**src/rtl/mult_div_pkg.sv**
```systemverilog
// ---------------------------------------------------------------------------
// mult_div_pkg
// Shared definitions for the multicycle multiply/divide unit:
//   OP_W    : width of the operation code
//   op_t    : operation codes sampled with start
//   state_t : sequencer states (IDLE -> CALC -> FIX -> IDLE)
// ---------------------------------------------------------------------------
package mult_div_pkg;

    localparam int OP_W = 3;

    typedef enum logic [OP_W-1:0] {
        OP_MULT  = 3'b000,
        OP_MULTU = 3'b001,
        OP_DIV   = 3'b010,
        OP_DIVU  = 3'b011,
        OP_MTHI  = 3'b100,
        OP_MTLO  = 3'b101,
        OP_MADD  = 3'b110,
        OP_MADDU = 3'b111
    } op_t;

    typedef enum logic [1:0] {
        IDLE = 2'b00,
        CALC = 2'b01,
        FIX  = 2'b10
    } state_t;

endpackage

```
**src/rtl/muldiv_step.sv**
```systemverilog
// ---------------------------------------------------------------------------
// muldiv_step
// One combinational radix-2 iteration on the {acc, q} register pair.
//   is_div   : 1 = restoring divide step, 0 = shift-add multiply step
//   acc      : upper working word (partial product high / partial remainder)
//   q        : lower working word (multiplier bits / dividend-quotient bits)
//   m        : multiplicand or divisor magnitude
//   acc_next : updated upper word
//   q_next   : updated lower word
// Multiply consumes the multiplier LSB first and shifts the pair right, so
// after WIDTH steps {acc, q} holds the full product. Divide shifts the pair
// left, trial-subtracts the divisor and shifts a quotient bit into q, so after
// WIDTH steps acc holds the remainder and q the quotient.
// ---------------------------------------------------------------------------
module muldiv_step #(
    parameter int WIDTH = 32
) (
    input  logic             is_div,
    input  logic [WIDTH-1:0] acc,
    input  logic [WIDTH-1:0] q,
    input  logic [WIDTH-1:0] m,
    output logic [WIDTH-1:0] acc_next,
    output logic [WIDTH-1:0] q_next
);

    logic [WIDTH:0] sum;
    logic [WIDTH:0] add_sel;
    logic [WIDTH:0] rem;
    logic [WIDTH:0] diff;

    always_comb begin
        sum     = {1'b0, acc} + {1'b0, m};
        add_sel = q[0] ? sum : {1'b0, acc};
        rem     = {acc, q[WIDTH-1]};
        diff    = rem - {1'b0, m};
        if (is_div) begin
            // acc < m always holds, so rem < 2m and bit WIDTH of diff is a
            // clean borrow flag: set exactly when rem < m.
            if (!diff[WIDTH]) begin
                acc_next = diff[WIDTH-1:0];
                q_next   = {q[WIDTH-2:0], 1'b1};
            end else begin
                acc_next = rem[WIDTH-1:0];
                q_next   = {q[WIDTH-2:0], 1'b0};
            end
        end else begin
            acc_next = add_sel[WIDTH:1];
            q_next   = {add_sel[0], q[WIDTH-1:1]};
        end
    end

endmodule

```
**src/rtl/mult_div_unit.sv**
```systemverilog
// ---------------------------------------------------------------------------
// mult_div_unit
// Multicycle multiply/divide unit with architectural HI/LO registers.
// Ports:
//   Clk       : system clock, rising edge
//   reset     : asynchronous active-low reset, clears all state
//   start     : request, sampled only in IDLE
//   op        : operation (see mult_div_pkg::op_t), sampled with start
//   oper_A    : multiplicand / dividend / MTHI-MTLO source
//   oper_B    : multiplier / divisor
//   busy      : high while an operation is in flight
//   done      : one-cycle pulse, HI/LO hold the new values in that cycle
//   div_zero  : sticky divide-by-zero flag, cleared by the next accepted start
//   HI, LO    : high product word / remainder, low product word / quotient
// Optional feature: define MULT_DIV_MADD_EN to enable MADD/MADDU
// (multiply-accumulate into {HI,LO}); otherwise those starts are ignored.
// Operations run on magnitudes; signs are reapplied in FIX.
// ---------------------------------------------------------------------------
module mult_div_unit
    import mult_div_pkg::*;
#(
    parameter int WIDTH = 32
) (
    input  logic             Clk,
    input  logic             reset,
    input  logic             start,
    input  logic [OP_W-1:0]  op,
    input  logic [WIDTH-1:0] oper_A,
    input  logic [WIDTH-1:0] oper_B,
    output logic             busy,
    output logic             done,
    output logic             div_zero,
    output logic [WIDTH-1:0] HI,
    output logic [WIDTH-1:0] LO
);

    localparam int CNT_W = $clog2(WIDTH + 1);

    state_t           state_reg, state_next;
    logic [CNT_W-1:0] cnt_reg, cnt_next;
    logic [WIDTH-1:0] acc_reg, acc_next;
    logic [WIDTH-1:0] q_reg, q_next;
    logic [WIDTH-1:0] m_reg, m_next;
    logic             is_div_reg, is_div_next;
    logic             madd_reg, madd_next;
    logic             neg_res_reg, neg_res_next;
    logic             neg_rem_reg, neg_rem_next;
    logic [WIDTH-1:0] hi_reg, hi_next;
    logic [WIDTH-1:0] lo_reg, lo_next;
    logic             done_reg, done_next;
    logic             div_zero_reg, div_zero_next;

    logic [WIDTH-1:0] step_acc;
    logic [WIDTH-1:0] step_q;

    op_t                op_in;
    logic               is_signed;
    logic               is_div_op;
    logic               is_madd_op;
    logic               a_neg;
    logic               b_neg;
    logic               arith_op;
    logic [2*WIDTH-1:0] prod;
    logic [2*WIDTH-1:0] prod_fix;
    logic [2*WIDTH-1:0] prod_sum;

    muldiv_step #(
        .WIDTH(WIDTH)
    ) u_step (
        .is_div   (is_div_reg),
        .acc      (acc_reg),
        .q        (q_reg),
        .m        (m_reg),
        .acc_next (step_acc),
        .q_next   (step_q)
    );

    assign op_in = op_t'(op);

    // Operation decode for the request in front of the unit.
    always_comb begin
        is_signed  = (op_in == OP_MULT) || (op_in == OP_DIV) || (op_in == OP_MADD);
        is_div_op  = (op_in == OP_DIV) || (op_in == OP_DIVU);
        is_madd_op = (op_in == OP_MADD) || (op_in == OP_MADDU);
`ifdef MULT_DIV_MADD_EN
        arith_op   = (op_in == OP_MULT) || (op_in == OP_MULTU) || is_div_op || is_madd_op;
`else
        arith_op   = (op_in == OP_MULT) || (op_in == OP_MULTU) || is_div_op;
`endif
        a_neg      = is_signed && oper_A[WIDTH-1];
        b_neg      = is_signed && oper_B[WIDTH-1];
    end

    // Result correction: negate the full product, then optionally accumulate.
    always_comb begin
        prod     = {acc_reg, q_reg};
        prod_fix = neg_res_reg ? (~prod + 1'b1) : prod;
        prod_sum = {hi_reg, lo_reg} + prod_fix;
    end

    always_comb begin
        state_next    = state_reg;
        cnt_next      = cnt_reg;
        acc_next      = acc_reg;
        q_next        = q_reg;
        m_next        = m_reg;
        is_div_next   = is_div_reg;
        madd_next     = madd_reg;
        neg_res_next  = neg_res_reg;
        neg_rem_next  = neg_rem_reg;
        hi_next       = hi_reg;
        lo_next       = lo_reg;
        done_next     = 1'b0;
        div_zero_next = div_zero_reg;

        case (state_reg)
            IDLE: begin
                if (start) begin
                    if (arith_op) begin
                        if (is_div_op && (oper_B == '0)) begin
                            // Divide by zero finishes immediately, HI/LO untouched.
                            div_zero_next = 1'b1;
                            done_next     = 1'b1;
                        end else begin
                            div_zero_next = 1'b0;
                            acc_next      = '0;
                            q_next        = a_neg ? (~oper_A + 1'b1) : oper_A;
                            m_next        = b_neg ? (~oper_B + 1'b1) : oper_B;
                            neg_res_next  = a_neg ^ b_neg;
                            neg_rem_next  = a_neg;
                            is_div_next   = is_div_op;
                            madd_next     = is_madd_op;
                            cnt_next      = CNT_W'(WIDTH);
                            state_next    = CALC;
                        end
                    end else if (op_in == OP_MTHI) begin
                        hi_next       = oper_A;
                        done_next     = 1'b1;
                        div_zero_next = 1'b0;
                    end else if (op_in == OP_MTLO) begin
                        lo_next       = oper_A;
                        done_next     = 1'b1;
                        div_zero_next = 1'b0;
                    end
                end
            end

            CALC: begin
                acc_next = step_acc;
                q_next   = step_q;
                cnt_next = cnt_reg - 1'b1;
                if (cnt_reg == CNT_W'(1)) begin
                    state_next = FIX;
                end
            end

            FIX: begin
                if (is_div_reg) begin
                    lo_next = neg_res_reg ? (~q_reg + 1'b1) : q_reg;
                    hi_next = neg_rem_reg ? (~acc_reg + 1'b1) : acc_reg;
                end else if (madd_reg) begin
                    {hi_next, lo_next} = prod_sum;
                end else begin
                    {hi_next, lo_next} = prod_fix;
                end
                done_next  = 1'b1;
                state_next = IDLE;
            end

            default: begin
                state_next = IDLE;
            end
        endcase
    end

    always_ff @(posedge Clk or negedge reset) begin
        if (!reset) begin
            state_reg    <= IDLE;
            cnt_reg      <= '0;
            acc_reg      <= '0;
            q_reg        <= '0;
            m_reg        <= '0;
            is_div_reg   <= 1'b0;
            madd_reg     <= 1'b0;
            neg_res_reg  <= 1'b0;
            neg_rem_reg  <= 1'b0;
            hi_reg       <= '0;
            lo_reg       <= '0;
            done_reg     <= 1'b0;
            div_zero_reg <= 1'b0;
        end else begin
            state_reg    <= state_next;
            cnt_reg      <= cnt_next;
            acc_reg      <= acc_next;
            q_reg        <= q_next;
            m_reg        <= m_next;
            is_div_reg   <= is_div_next;
            madd_reg     <= madd_next;
            neg_res_reg  <= neg_res_next;
            neg_rem_reg  <= neg_rem_next;
            hi_reg       <= hi_next;
            lo_reg       <= lo_next;
            done_reg     <= done_next;
            div_zero_reg <= div_zero_next;
        end
    end

    assign busy     = (state_reg != IDLE);
    assign done     = done_reg;
    assign div_zero = div_zero_reg;
    assign HI       = hi_reg;
    assign LO       = lo_reg;

endmodule

```
**config.mk**
```make
export PLATFORM = sky130hd
export DESIGN_NAME = mult_div_unit
export DESIGN_NICKNAME = d
export VERILOG_FILES = /design/src/rtl/mult_div_pkg.sv /design/src/rtl/muldiv_step.sv /design/src/rtl/mult_div_unit.sv
export SDC_FILE = /design/constraint.sdc
export NUM_CORES = 1
export LEC_CHECK = 0
export CAP_MARGIN = 30
export CORE_MARGIN = 3
export CORE_UTILIZATION = 60
export DETAILED_ROUTE_END_ITERATION = 8
export GPL_TIMING_DRIVEN = 1
export PLACE_DENSITY = 0.81
export SYNTH_ARGS = -nofsm -noshare
export SYNTH_HDL_FRONTEND = slang
export SYNTH_HIERARCHICAL = 1
export SYNTH_SLANG_ARGS = --single-unit
```
**constraint.sdc**
```tcl
create_clock -name Clk -period 7.1 [get_ports Clk]
set_clock_uncertainty 0.1 [all_clocks]
set_input_delay 1.065 -clock Clk [delete_from_list [all_inputs] [get_ports Clk]]
set_output_delay 1.065 -clock Clk [all_outputs]
set_load 0.02 [all_outputs]
```
# After elaboration in Yosys (flattened, before gate mapping)
# Cells that the tools add are included.
# totals
regBits,174
out_inout_bits,67
elab_cells,118
# op_classes
add_sub_neg,9
n_eq_ne,18
n_mux,49
bitwise_logic,7
reduce_logical,22
# ops
op,n
$mux W32,24
$pmux W32 S2,4
$add A32 B1 Y32 const B,4
$not A32 Y32,4
$add A64 B1 Y64 const B,1
$add A64 B64 Y64,1
$mux W64,1
$not A64 Y64,1
$add A32 B32 Y33,1
$mux W33,1
$sub A33 B32 Y33,1
$logic_not A32 Y1,1
$mux W6,3
$ne A2 B2 Y1 const B,8
$reduce_and A4 Y1,4
$eq A3 B3 Y1 const B,4
$pmux W6 S2,1
$mux W1,9
$mux W2,4
$eq A3 B2 Y1 const B,2
$eq A6 B1 Y1 const B,1
$logic_or A1 B1 Y1,6
$reduce_bool A2 Y1,3
$sub A6 B1 Y6 const B,1
other kinds (13),15

# Depth between registers and ports, before layout
# depth
ltp_word,9
depth_mapped,21

# Cells and area by module
# Netlist, hierarchy kept.
# modules_own_cells
module,n_inst,cells_per_inst,area_each_um2
mult_div_unit,1,1960,15150.8
muldiv_step,1,690,4720.8

# Worst setup path before layout
# OpenSTA, ideal clock, no wires.
# synth_path
path_kind,register to register
startpoint,register acc_reg[6]
endpoint,register hi_reg[31] (netlist: HI[31])
t_arrival_ns,5.860
required_time_ns,6.865
path_slack_ns,1.004
path_stages_with_launch,22
path_buffers,3
cell_sequence,dfrtp_1 buf_6 or4_4 or4_4 or3_4 or3_1 buf_2 or4_4 o21ai_0 xnor2_1 ha_1 clkbuf_1 nand2_1 nor2_1 nand4_1 or4_1 or2_2 o211ai_1 mux4_2 nor4_2 xor2_1 a21oi_1
# synth_via
elab_chain_cells,7
elab_cells_between_ends,10
classes_between,add/sub: 3; mux: 5; bitwise: 2
# synth_lines
element,line_no,text
"start, declared",mult_div_unit.sv:41,"logic [WIDTH-1:0] acc_reg, acc_next;"
"start signal, assigned",mult_div_unit.sv:194,acc_reg <= acc_next;
$not A64 Y64,mult_div_unit.sv:97,prod_fix = neg_res_reg ? (~prod + 1'b1) : prod;
$add A64 B1 Y64,mult_div_unit.sv:97,
$mux W64,mult_div_unit.sv:97,
$add A64 B64 Y64,mult_div_unit.sv:98,"prod_sum = {hi_reg, lo_reg} + prod_fix;"
$mux W32,mult_div_unit.sv:161,end else if (madd_reg) begin
$mux W32 (*),mult_div_unit.sv:158,if (is_div_reg) begin
$pmux W32 S2 (*),mult_div_unit.sv:116,case (state_reg)
"end signal, assigned",mult_div_unit.sv:201,hi_reg <= hi_next;
"end, declared",mult_div_unit.sv:48,"logic [WIDTH-1:0] hi_reg, hi_next;"
# Every way passes the cells marked *; elsewhere a longest branch is shown, timed or not.
# A chain may end at the register's enable or synchronous reset.

# Final worst setup path
# Same ends and word-level chain as after synthesis.

==> out/results.ini <==
[floorplan]
num_rows = 66
initial_core_utilization_pct = 60.92
die_width_um = 188.0
io_pins = 137
die_h_um = 188.0
area_of_the_core_region_um2 = 32620
dieArea_um2 = 35340

[global_routing]
grt_first_pass_wirelength_um = 112200
antenna_found_initial = 0
pin_count_of_the_biggest_net_entering_global_routing = 80
globalRouteOverflowTotal = 0
via_count_of_the_first_global_routing_pass = 19910
grt_util_all_layers_pct = 40.04

[detailed_routing]
firstDrtPassIters = 7
drcViolationCount = 0
routed_wirelength_um = 72840
avg_wl_per_cell_um = 23.26
drt_iter0_markers = 2934
drt.antenna.violating_nets = 0
route.detailed.vias_per_inst = 6.850
routed-via-count = 21454

[sta]
worstMarginPinSlew_ps = 1065
totalNegativeSetupSlack_ps = 0
max_freq_mhz = 151.8
finalCritPeriodShare_pct = 92.77
post-route-worst-setup-slack_ps = 513.6
timing.final.crit_period_ps = 6586
hold_viol = 0
worst_hold_slack_ps = 418.8
timing.final.max_slew_violations = 0
finalSetupViolCount = 0
grt_setup_unrepaired = no
timing.slew.headroom_pct = 28.85

[synth]
dominant_combinational_cell_family_by_area_after_synthesis = compound AO/OA/AOI/OAI gates
synth_xor_area_share_pct = 10.75
synthTopCellsByCount = sky130_fd_sc_hd__nand2_1, sky130_fd_sc_hd__a21oi_1, sky130_fd_sc_hd__o21ai_0
synth_nets = 2870
synth_area_per_cell_um2 = 7.499
synth_most_common_cell = sky130_fd_sc_hd__nand2_1
yosys_register_bits = 174
synth.area.mux_share_pct = 3.495
ys.flop_type = sky130_fd_sc_hd__dfrtp_1
asyncSetResetFlopFracSynth_pct = 100.0
synth_area_leaders = sky130_fd_sc_hd__dfrtp_1, sky130_fd_sc_hd__ha_1, sky130_fd_sc_hd__a21oi_1
synth_enable_flop_cells = 0
syn-cell-area_um2 = 19870
synthAdderAreaFrac_pct = 9.558
synth_simple_gate_area_share_pct = 19.90
synth_top_cell_by_area = sky130_fd_sc_hd__dfrtp_1
synthesis.instances = 2650
synth_compound_gate_area_share_pct = 29.87
synth.distinct_cells = 89
yosysWarnings = 6
synth_seq_area_share_pct = 21.91
post-synth-top-area-fraction_pct = 21.91

[placement]
numPlacedInstances = 3099
detailed_place_hpwl_um = 55880
port-buffer-count = 136
gp_congestion = 1.014
dp_worst_slack_ps = 615.3

[clocking]
cts_made_buffers = 17
clkLatencyLatePin_ps = 460
cts.htree.levels = 4
clock_tree.root_cell = sky130_fd_sc_hd__clkbuf_16
cts.reportedPaths.clkPinSlew_ps = 80
post_cts_setup_driven_buffer_insertion_count = 0
tritoncts_num_sinks = 174
cts-hold-fix-buffers = 0
cts_tree = yes
ctsResizeCount = 0
cts_max_path_buffers = 2

[job]
maxCapViolations = 0

[critical_path]
worst_path_max_delay_cell = sky130_fd_sc_hd__or4_4
crit_path_cell_trace = or4_4 -> or4_4 -> or3_4 -> or3_1 -> or4_4 -> o21ai_0 -> xnor2_1 -> ha_1 -> nand2_1 -> nor2_1 -> nand4_1 -> or4_1 -> or2_2 -> o211ai_1 -> mux4_2 -> nor4_2 -> xor2_1 -> a21oi_1
timing.critical_path.fanout_max = 12
crit_arrival_ps = 6820
cp-end-kind = flop
critical_path_buf_inv_count = 0
timing.critical_path.required_ps = 7330
cell_family_contributing_the_most_delay_on_the_critical_path = simple AND/OR/NAND/NOR gates
crit_path_frequent_cell = sky130_fd_sc_hd__or4_4
path_class = flop to flop
slowest_delay_ps = 620
start_kind = flop

[cells_and_area]
num_antenna_cells = 0
final_layout_size_suffix_gt1_share_pct = 5.130
stdcell_count = 3132
area_growth_pct = 10.97
nets = 2897

[outcome]
run_status = completed

[min_path]
path_category_of_the_worst_min_delay_check = flop to flop

[layer usage]
metal | track usage, % | vias to the layer above | routed length (um)
met5 | 0 | - | 0
met4 | 17.66 | 0 | 3744
met3 | 9.385 | 235 | 8473
met2 | 57.29 | 1446 | 29580
met1 | 57.41 | 10014 | 31050
li1 | - | 9759 | -
[cell type report]
| cell class | count | area (um2) |
|---|---|---|
| multi-input cells | 2245 | 14680 |
| fillers | 2814 | 10570 |
| flip-flops and latches | 174 | 4359 |
| repair buffers | 159 | 1563 |
| well taps | 442 | 553.0 |
| clock buffers | 17 | 425.4 |
| inverters | 80 | 300.3 |
| clock inverters | 15 | 172.7 |
[worst paths after layout]
path,endpoint,startpoint,slack [ps],depth (start not counted)
worst max-delay path,HI[31],acc_reg[6],510,18
worst min-delay path,m_reg[24],m_reg[24],420,2
worst max register to register,HI[31],acc_reg[6],510,18
worst min register to register,m_reg[24],m_reg[24],420,2
max in group asynchronous,HI[17],reset,5040,2
min in group asynchronous,LO[0],reset,540,1
[per-stage QoR]
step	area, um2	utilization (%)
4_1_cts	22030	67.55
3_3_place_gp	21400	65.62
5_1_grt	22050	67.61
2_1_floorplan	19870	-
6_report	22050	67.61
3_5_place_dp	21430	65.71
[worst min-delay path: cells and delay by family, from the launching register on]
| family | cells | cell delay (ps) |
|---|---|---|
| compound gates | 1 | 60 |
| flops | 1 | 370 |
| simple gates | 1 | 50 |
[cells by family after synthesis]
family,count (synthesis)
fa+ha+maj,150
compound gates,951
mux,64
simple gates,836
buf+inv,231
xor+xnor,244
flops,174
[cell usage in the layout (no fill, tap or decap), types with 34 or more instances in the layout]
master / n
sky130_fd_sc_hd__a211oi_1: 56
sky130_fd_sc_hd__a21o_1: 53
sky130_fd_sc_hd__a21oi_1: 275
sky130_fd_sc_hd__a22o_1: 35
sky130_fd_sc_hd__clkdlybuf4s50_1: 135
sky130_fd_sc_hd__dfrtp_1: 172
sky130_fd_sc_hd__ha_1: 147
sky130_fd_sc_hd__inv_1: 79
sky130_fd_sc_hd__nand2_1: 306
sky130_fd_sc_hd__nand3_1: 43
sky130_fd_sc_hd__nand4_1: 34
sky130_fd_sc_hd__nor2_1: 198
sky130_fd_sc_hd__nor2b_1: 35
sky130_fd_sc_hd__nor3_1: 43
sky130_fd_sc_hd__o21ai_0: 247
sky130_fd_sc_hd__o31ai_1: 38
sky130_fd_sc_hd__xnor2_1: 154
sky130_fd_sc_hd__xor2_1: 90
Power is left out: the tool's default activity adds up to more than one toggle a clock period on the data nets, which glitch-free logic cannot reach.
